### config.mk
export PLATFORM = sky130hd
export DESIGN_NAME = neuron_accumulator
export DESIGN_NICKNAME = d
export VERILOG_FILES = /design/src/rtl/neuron_accumulator.sv
export SDC_FILE = /design/constraint.sdc
export NUM_CORES = 1
export LEC_CHECK = 0
export CAP_MARGIN = 20
export CORE_UTILIZATION = 30
export CTS_CLUSTER_SIZE = 28
export DETAILED_ROUTE_END_ITERATION = 12
export PLACE_DENSITY = 0.45
export SKIP_LAST_GASP = 1
export SLEW_MARGIN = 20
export SYNTH_ARGS = -nofsm -noshare
export SYNTH_HDL_FRONTEND = slang
export SYNTH_SLANG_ARGS = --single-unit
export TNS_END_PERCENT = 50
### constraint.sdc
create_clock -name clk -period 11.92 [get_ports clk]
set_input_delay 1.192 -clock clk [delete_from_list [all_inputs] [get_ports clk]]
set_output_delay 1.192 -clock clk [all_outputs]
set_load 0.005 [all_outputs]
### src/rtl/neuron_accumulator.sv
// neuron_accumulator: streams (value, weight) pairs for one neuron, accumulates
// the full-precision products, adds a bias on the final beat and emits one
// saturated Q-format pre-activation sum per frame of NUM_INPUTS beats.
module neuron_accumulator #(
    parameter int FIXED_BITS      = 8,
    parameter int FRACTIONAL_BITS = 8,
    parameter int NUM_INPUTS      = 4,
    localparam int W              = FIXED_BITS + FRACTIONAL_BITS,
    localparam int F              = FRACTIONAL_BITS,
    localparam int CNT_W          = $clog2(NUM_INPUTS + 1)
) (
    input  logic             clk,
    input  logic             rst,
    input  logic             in_valid,
    output logic             in_ready,
    input  logic [W-1:0]     in_value,
    input  logic [W-1:0]     in_weight,
    input  logic [W-1:0]     bias,
    output logic             out_valid,
    input  logic             out_ready,
    output logic [W-1:0]     out_sum,
    output logic             out_sat,
    output logic [CNT_W-1:0] beat_count
);

    // Wide enough to hold NUM_INPUTS full products plus the shifted bias
    // without ever wrapping, so only the final clip can lose information.
    localparam int ACC_W = 2 * W + CNT_W + 1;

    localparam logic [CNT_W-1:0] LAST_BEAT = CNT_W'(NUM_INPUTS - 1);

    localparam logic signed [ACC_W-1:0] SUM_MAX = {{(ACC_W - W + 1){1'b0}}, {(W - 1){1'b1}}};
    localparam logic signed [ACC_W-1:0] SUM_MIN = {{(ACC_W - W + 1){1'b1}}, {(W - 1){1'b0}}};

    typedef enum logic {
        ACCUM  = 1'b0,
        OUTPUT = 1'b1
    } state_t;

    state_t                   state_reg, state_next;
    logic signed [ACC_W-1:0]  acc_reg, acc_next;
    logic [CNT_W-1:0]         count_reg, count_next;
    logic [W-1:0]             sum_reg, sum_next;
    logic                     sat_reg, sat_next;

    logic signed [2*W-1:0]    product;
    logic signed [ACC_W-1:0]  product_ext;
    logic signed [ACC_W-1:0]  bias_ext;
    logic signed [ACC_W-1:0]  total;
    logic signed [ACC_W-1:0]  shifted;
    logic [W-1:0]             clipped_sum;
    logic                     clipped;

    // Full-precision Q(2F) product and the bias aligned to the same scale.
    assign product     = $signed(in_value) * $signed(in_weight);
    assign product_ext = {{(ACC_W - 2 * W){product[2*W-1]}}, product};
    assign bias_ext    = {{(ACC_W - W - F){bias[W-1]}}, bias, {F{1'b0}}};

    // Final-beat result: rescale to Q(F) by flooring, then clip to W bits.
    always_comb begin
        total       = acc_reg + product_ext + bias_ext;
        shifted     = total >>> F;
        clipped_sum = shifted[W-1:0];
        clipped     = 1'b0;
        if (shifted > SUM_MAX) begin
            clipped_sum = {1'b0, {(W - 1){1'b1}}};
            clipped     = 1'b1;
        end else if (shifted < SUM_MIN) begin
            clipped_sum = {1'b1, {(W - 1){1'b0}}};
            clipped     = 1'b1;
        end
    end

    // Next-state and datapath updates; handshakes only move state when accepted.
    always_comb begin
        state_next = state_reg;
        acc_next   = acc_reg;
        count_next = count_reg;
        sum_next   = sum_reg;
        sat_next   = sat_reg;
        case (state_reg)
            ACCUM: begin
                if (in_valid) begin
                    if (count_reg == LAST_BEAT) begin
                        acc_next   = '0;
                        count_next = '0;
                        sum_next   = clipped_sum;
                        sat_next   = clipped;
                        state_next = OUTPUT;
                    end else begin
                        acc_next   = acc_reg + product_ext;
                        count_next = count_reg + CNT_W'(1);
                    end
                end
            end
            OUTPUT: begin
                if (out_ready) begin
                    state_next = ACCUM;
                end
            end
            default: state_next = ACCUM;
        endcase
    end

    // State register; reset wins over any simultaneous handshake.
    always_ff @(posedge clk) begin
        if (rst) begin
            state_reg <= ACCUM;
            acc_reg   <= '0;
            count_reg <= '0;
            sum_reg   <= '0;
            sat_reg   <= 1'b0;
        end else begin
            state_reg <= state_next;
            acc_reg   <= acc_next;
            count_reg <= count_next;
            sum_reg   <= sum_next;
            sat_reg   <= sat_next;
        end
    end

    assign in_ready   = (state_reg == ACCUM);
    assign out_valid  = (state_reg == OUTPUT);
    assign out_sum    = sum_reg;
    assign out_sat    = sat_reg;
    assign beat_count = count_reg;

endmodule
After elaboration in Yosys (flattened, before gate mapping):

Cells that the tools add are included.
Widths: inputs -> output; s select.

* $add $sub $neg: 3
* $mul: 1
* magnitude comparators: 2
* equality and inequality tests: 1
* mux-type cells: 10
* bitwise operators: 1
* reductions and logical operators: 2

Operators by type and width (count)
* $add 36x24->36: 1
* $add 36x32->36: 1
* $mux 36: 1
* $mul 16x16->32: 1
* $mux 16: 2
* $gt 28x16->1 const B: 1
* $lt 28x16->1 const B: 1
* $mux 1: 5
* $add 3x1->3 const B: 1
* $eq 3x2->1 const B: 1
* $mux 3: 1
* $reduce_and 3->1: 1
* $pmux 1 s2: 1
* $reduce_and 2->1: 1
* $not 1->1: 1

* bits in registers: 57
* input port bits: 52
* output and inout port bits: 22

Depth between registers and ports, before layout:

* depth after elaboration: 6
* gate-level depth with buffers: 37
* gate-level depth less buffers: 34

Worst setup path before layout:

OpenSTA, ideal clock, no wires.

* kind: input -> register
* start point: input port in_weight[7]
* end point: register sum_reg[4], in the netlist out_sum[4]
* library setup time: 0.066 ns
* data arrival time: 9.245 ns
* required time: 11.854 ns
* slack: 2.608 ns
* stages on the path: 37
* path through: clkbuf_1 > nand2_1 > fa_1 > inv_1 > fa_1 > inv_1 > fa_1 > inv_1 > fa_1 > fa_1 > inv_1 > fa_1 > inv_1 > ha_1 > buf_2 > a21o_1 > a21oi_1 > o21ai_0 > or3_1 > o211ai_1 > a21oi_1 > a21o_1 > a21oi_1 > xnor2_1 > ha_1 > clkbuf_2 > a21oi_1 > o21ai_0 > nor3_1 > and3_1 > or4_4 > nor3_2 > nand4_1 > nor4_4 > buf_6 > o21ai_2 > a21oi_2

* cells in the longest elaborated chain, start to end: 6
* elaborated cells on any way between the ends: 7
* those cells by class: add/sub: 2; mul: 1; order compare: 2; mux: 2

Ends and longest elaborated chain
* from (decl): RTL line 17 `input logic [W-1:0] in_weight,`
* $mul 16x16->32 *: RTL line 55 `assign product = $signed(in_value) * $signed(in_weight);`
* $add 36x32->36 *: RTL line 61 `total = acc_reg + product_ext + bias_ext;`
* $add 36x24->36 *: RTL line 61
* $lt 28x16->1: RTL line 68 `end else if (shifted < SUM_MIN) begin`
* $mux 16: RTL line 68
* $mux 16 *: RTL line 65 `if (shifted > SUM_MAX) begin`
* to (signal assigned): RTL line 117 `sum_reg <= sum_next;`
* to (decl): RTL line 43 `logic [W-1:0] sum_reg, sum_next;`

Every way passes the cells marked *; elsewhere a longest branch is shown, timed or not.
A chain may end at the register's enable or synchronous reset.

Final worst setup path:

* start point: input port in_weight[8]
* end point: register sum_reg[15], in the netlist out_sum[15]

Same word-level chain as after synthesis.

==> reports/results.txt <==
Setup bufs post-CTS - 0
Synthesis-to-layout area growth - 11.4%
Top Ports - 74
Min cycle time layout - 10.88 ns
Global-route wire length before repair - 68.1 mm
Clk buf depth - 2
Register area share after synthesis - 0.0742
Post-route ant nets - 0
Mapped Avg Cell Area - 8.99 um2
Pre-antenna DRT Iters - 6
Final setup viols - 0
DRT iter0 DRCs - 628
Worst-Skew Late Latency - 0.34 ns
Share of cells above drive strength 1 - 0.0405
Core area - 50400 um2
H-tree depth - 3
# DRC - 0
Clock buffer count from CTS - 9
Critical Path Slowest Stage Cell - clkdlybuf4s50_1
Largest net degree at the start of global routing - 41
Maximum fanout along the worst path - 19
Syn nets - 2214
Relative slew slack - 0.311
Post-synthesis cell type count - 77
Vias per cell - 4.66
TNS Setup - 0 ns
Met3 GRT Util - 0.0135
Max FFs per register - 36
Post-cts resize count - 0
Hold WC Path Type - reg2reg
Maxcap violations - 0
RSZ-0062 raised after global routing - no
M1 GR Usage - 0.234
Die X - 228 um
Total Wirelength - 40.7 mm
Worst EP required - 12.16 ns
Main synth FF type - dfxtp_1
Crit-path most repeated cell - fa_1
Hold buffers post-CTS - 0
Die ar. - 52200 um2
Slew @ Worst Pin - 1.03 ns
CTS Sinks - 57
Root Buffer - clkbuf_16
Port Buffers - 73
Post-synth EDFFs - 0
Synthesized flop and latch total - 57
Synth warn - 0
Grt ovf - 0
Startpoint Class - primary input
Routed vias - 11300
Critical path type - in2reg
Final Max Tran Viols - 0
Vias in the first global route - 12135
Initial antenna violation count - 0
Async set-reset flop share out of synthesis - 0
Ant diodes - 0
Clk pin slew, worst setup/hold paths - 0.06 ns
Slowest stage delay, CP - 0.95 ns
Syn Inst Count - 1710
DP HPWL - 35.6 mm
Final Hold Fails - 0
Synthesized cell area - 15400 um2
Worst Path Arrival - 11.11 ns
Met2 Track Usage GR - 0.277
Clk_skew - 0.00836 ns
Die H - 228 um
Wire length per cell - 16.8 um
Nets - 2254
Worst Setup End Kind - flip-flop
Rows - 82
Max Clock Freq - 0.0919 GHz
TritonCTS clock tree - done
RePlAce Congestion - 0.820
Final Cycle Share - 0.912
Initial Util - 0.305
Overall routing resource usage - 0.165
GRT Max-Usage Layer - met2
Outcome - completed
kinds of logic after synthesis:
group                    Yosys count  synth area share
AND/OR/NAND/NOR                  454             0.148
flip-flops                        57            0.0742
adder cells (fa/ha/maj)          452             0.521
XOR/XNOR                          53            0.0307
AO/OA/AOI/OAI                    270             0.120
buffers and inverters            423             0.105
multiplexers                       1          0.000651
per-stage QoR:
stage,utilization,worst slack (ns),hold WS (ns),cell area [um2],instances
3_5_place_dp,0.334,0.672,0.473,16800,2410
6_report,0.340,1.04,0.479,17100,2427
5_1_grt,0.340,0.383,0.508,17100,2427
2_1_floorplan,-,2.61,0.466,15400,1710
4_1_cts,0.340,1.06,0.484,17100,2426
3_3_place_gp,0.334,0.935,0.473,16800,2410
final timing paths:
path / from / endpoint / slack, ns / cells after the start
setup / recovery: in_weight[8] / out_sum[15] / 1.04 / 34
hold / removal: beat_count[1] / beat_count[1] / 0.48 / 2
setup reg to reg: acc_reg[15] / out_sum[15] / 3.15 / 30
hold reg to reg: beat_count[1] / beat_count[1] / 0.48 / 2
per-layer routing:
layer / up-vias / part of all wire
met5: - / 0
met4: 0 / 0.0081
met3: 19 / 0.023
met2: 122 / 0.49
met1: 5728 / 0.48
li1: 5431 / -
synth_stat cells (4+ instances only):
master,number,share of area
a211oi_1,7,0.0034
a21o_1,27,0.013
a21oi_1,67,0.022
a21oi_2,11,0.0063
a22oi_1,27,0.013
a31oi_1,6,0.0024
and2_1,124,0.050
and3_1,8,0.0033
buf_2,8,0.0026
clkbuf_1,49,0.012
dfxtp_1,57,0.074
fa_1,315,0.41
ha_1,137,0.11
inv_1,360,0.088
nand2_1,159,0.039
nand2b_1,12,0.0049
nand3_1,14,0.0046
nand4_1,10,0.0041
nor2_1,79,0.019
nor2b_1,4,0.0016
nor3_1,13,0.0042
o211ai_1,6,0.0029
o21a_1,10,0.0049
o21ai_0,46,0.015
o21ai_1,13,0.0042
o21ai_2,4,0.0023
o21bai_1,7,0.0034
or3_1,6,0.0024
xnor2_1,33,0.019
xor2_1,19,0.011
cell usage in the layout, fill, tap and decap left out, drive strengths merged, types with 3 or more instances in the layout:
cell type	n
xor2	20
nand4	11
o21ai	63
nor2	80
o21bai	7
a21oi	80
a2111oi	4
clkbuf	11
clkdlybuf4s50	73
or4	4
fa	315
and3	8
a31oi	6
o21a	10
ha	137
buf	19
inv	360
a32o	3
and4	3
a221oi	3
a211oi	7
nand2	159
a31o	4
a21o	27
xnor2	33
nor2b	4
nand2b	12
nand3	14
dfxtp	57
nor4	4
a21boi	3
and2	124
nor3	14
nand4b	3
or3	6
o211ai	6
a22oi	27
area by class of cell:
class,count,area (um2)
multi-input combinational,1230,12600
clock inverter,5,55.1
fill,5256,33200
tap,672,841
clock buffer,11,243
inverter,360,1350
timing repair buffer,92,873
sequential,57,1140
worst max-delay path, delay by kind of cell:
family                     cells  cell delay, ns
buffers and inverters          6            1.24
adders and majority gates      8            3.78
and+or+nand+nor                5            1.01
xor gates and xnor gates       2            0.83
AOI/OAI and AO/OA             13            3.03
Power is left out: the tool's default activity adds up to more than one toggle a clock period on the data nets, which glitch-free logic cannot reach.
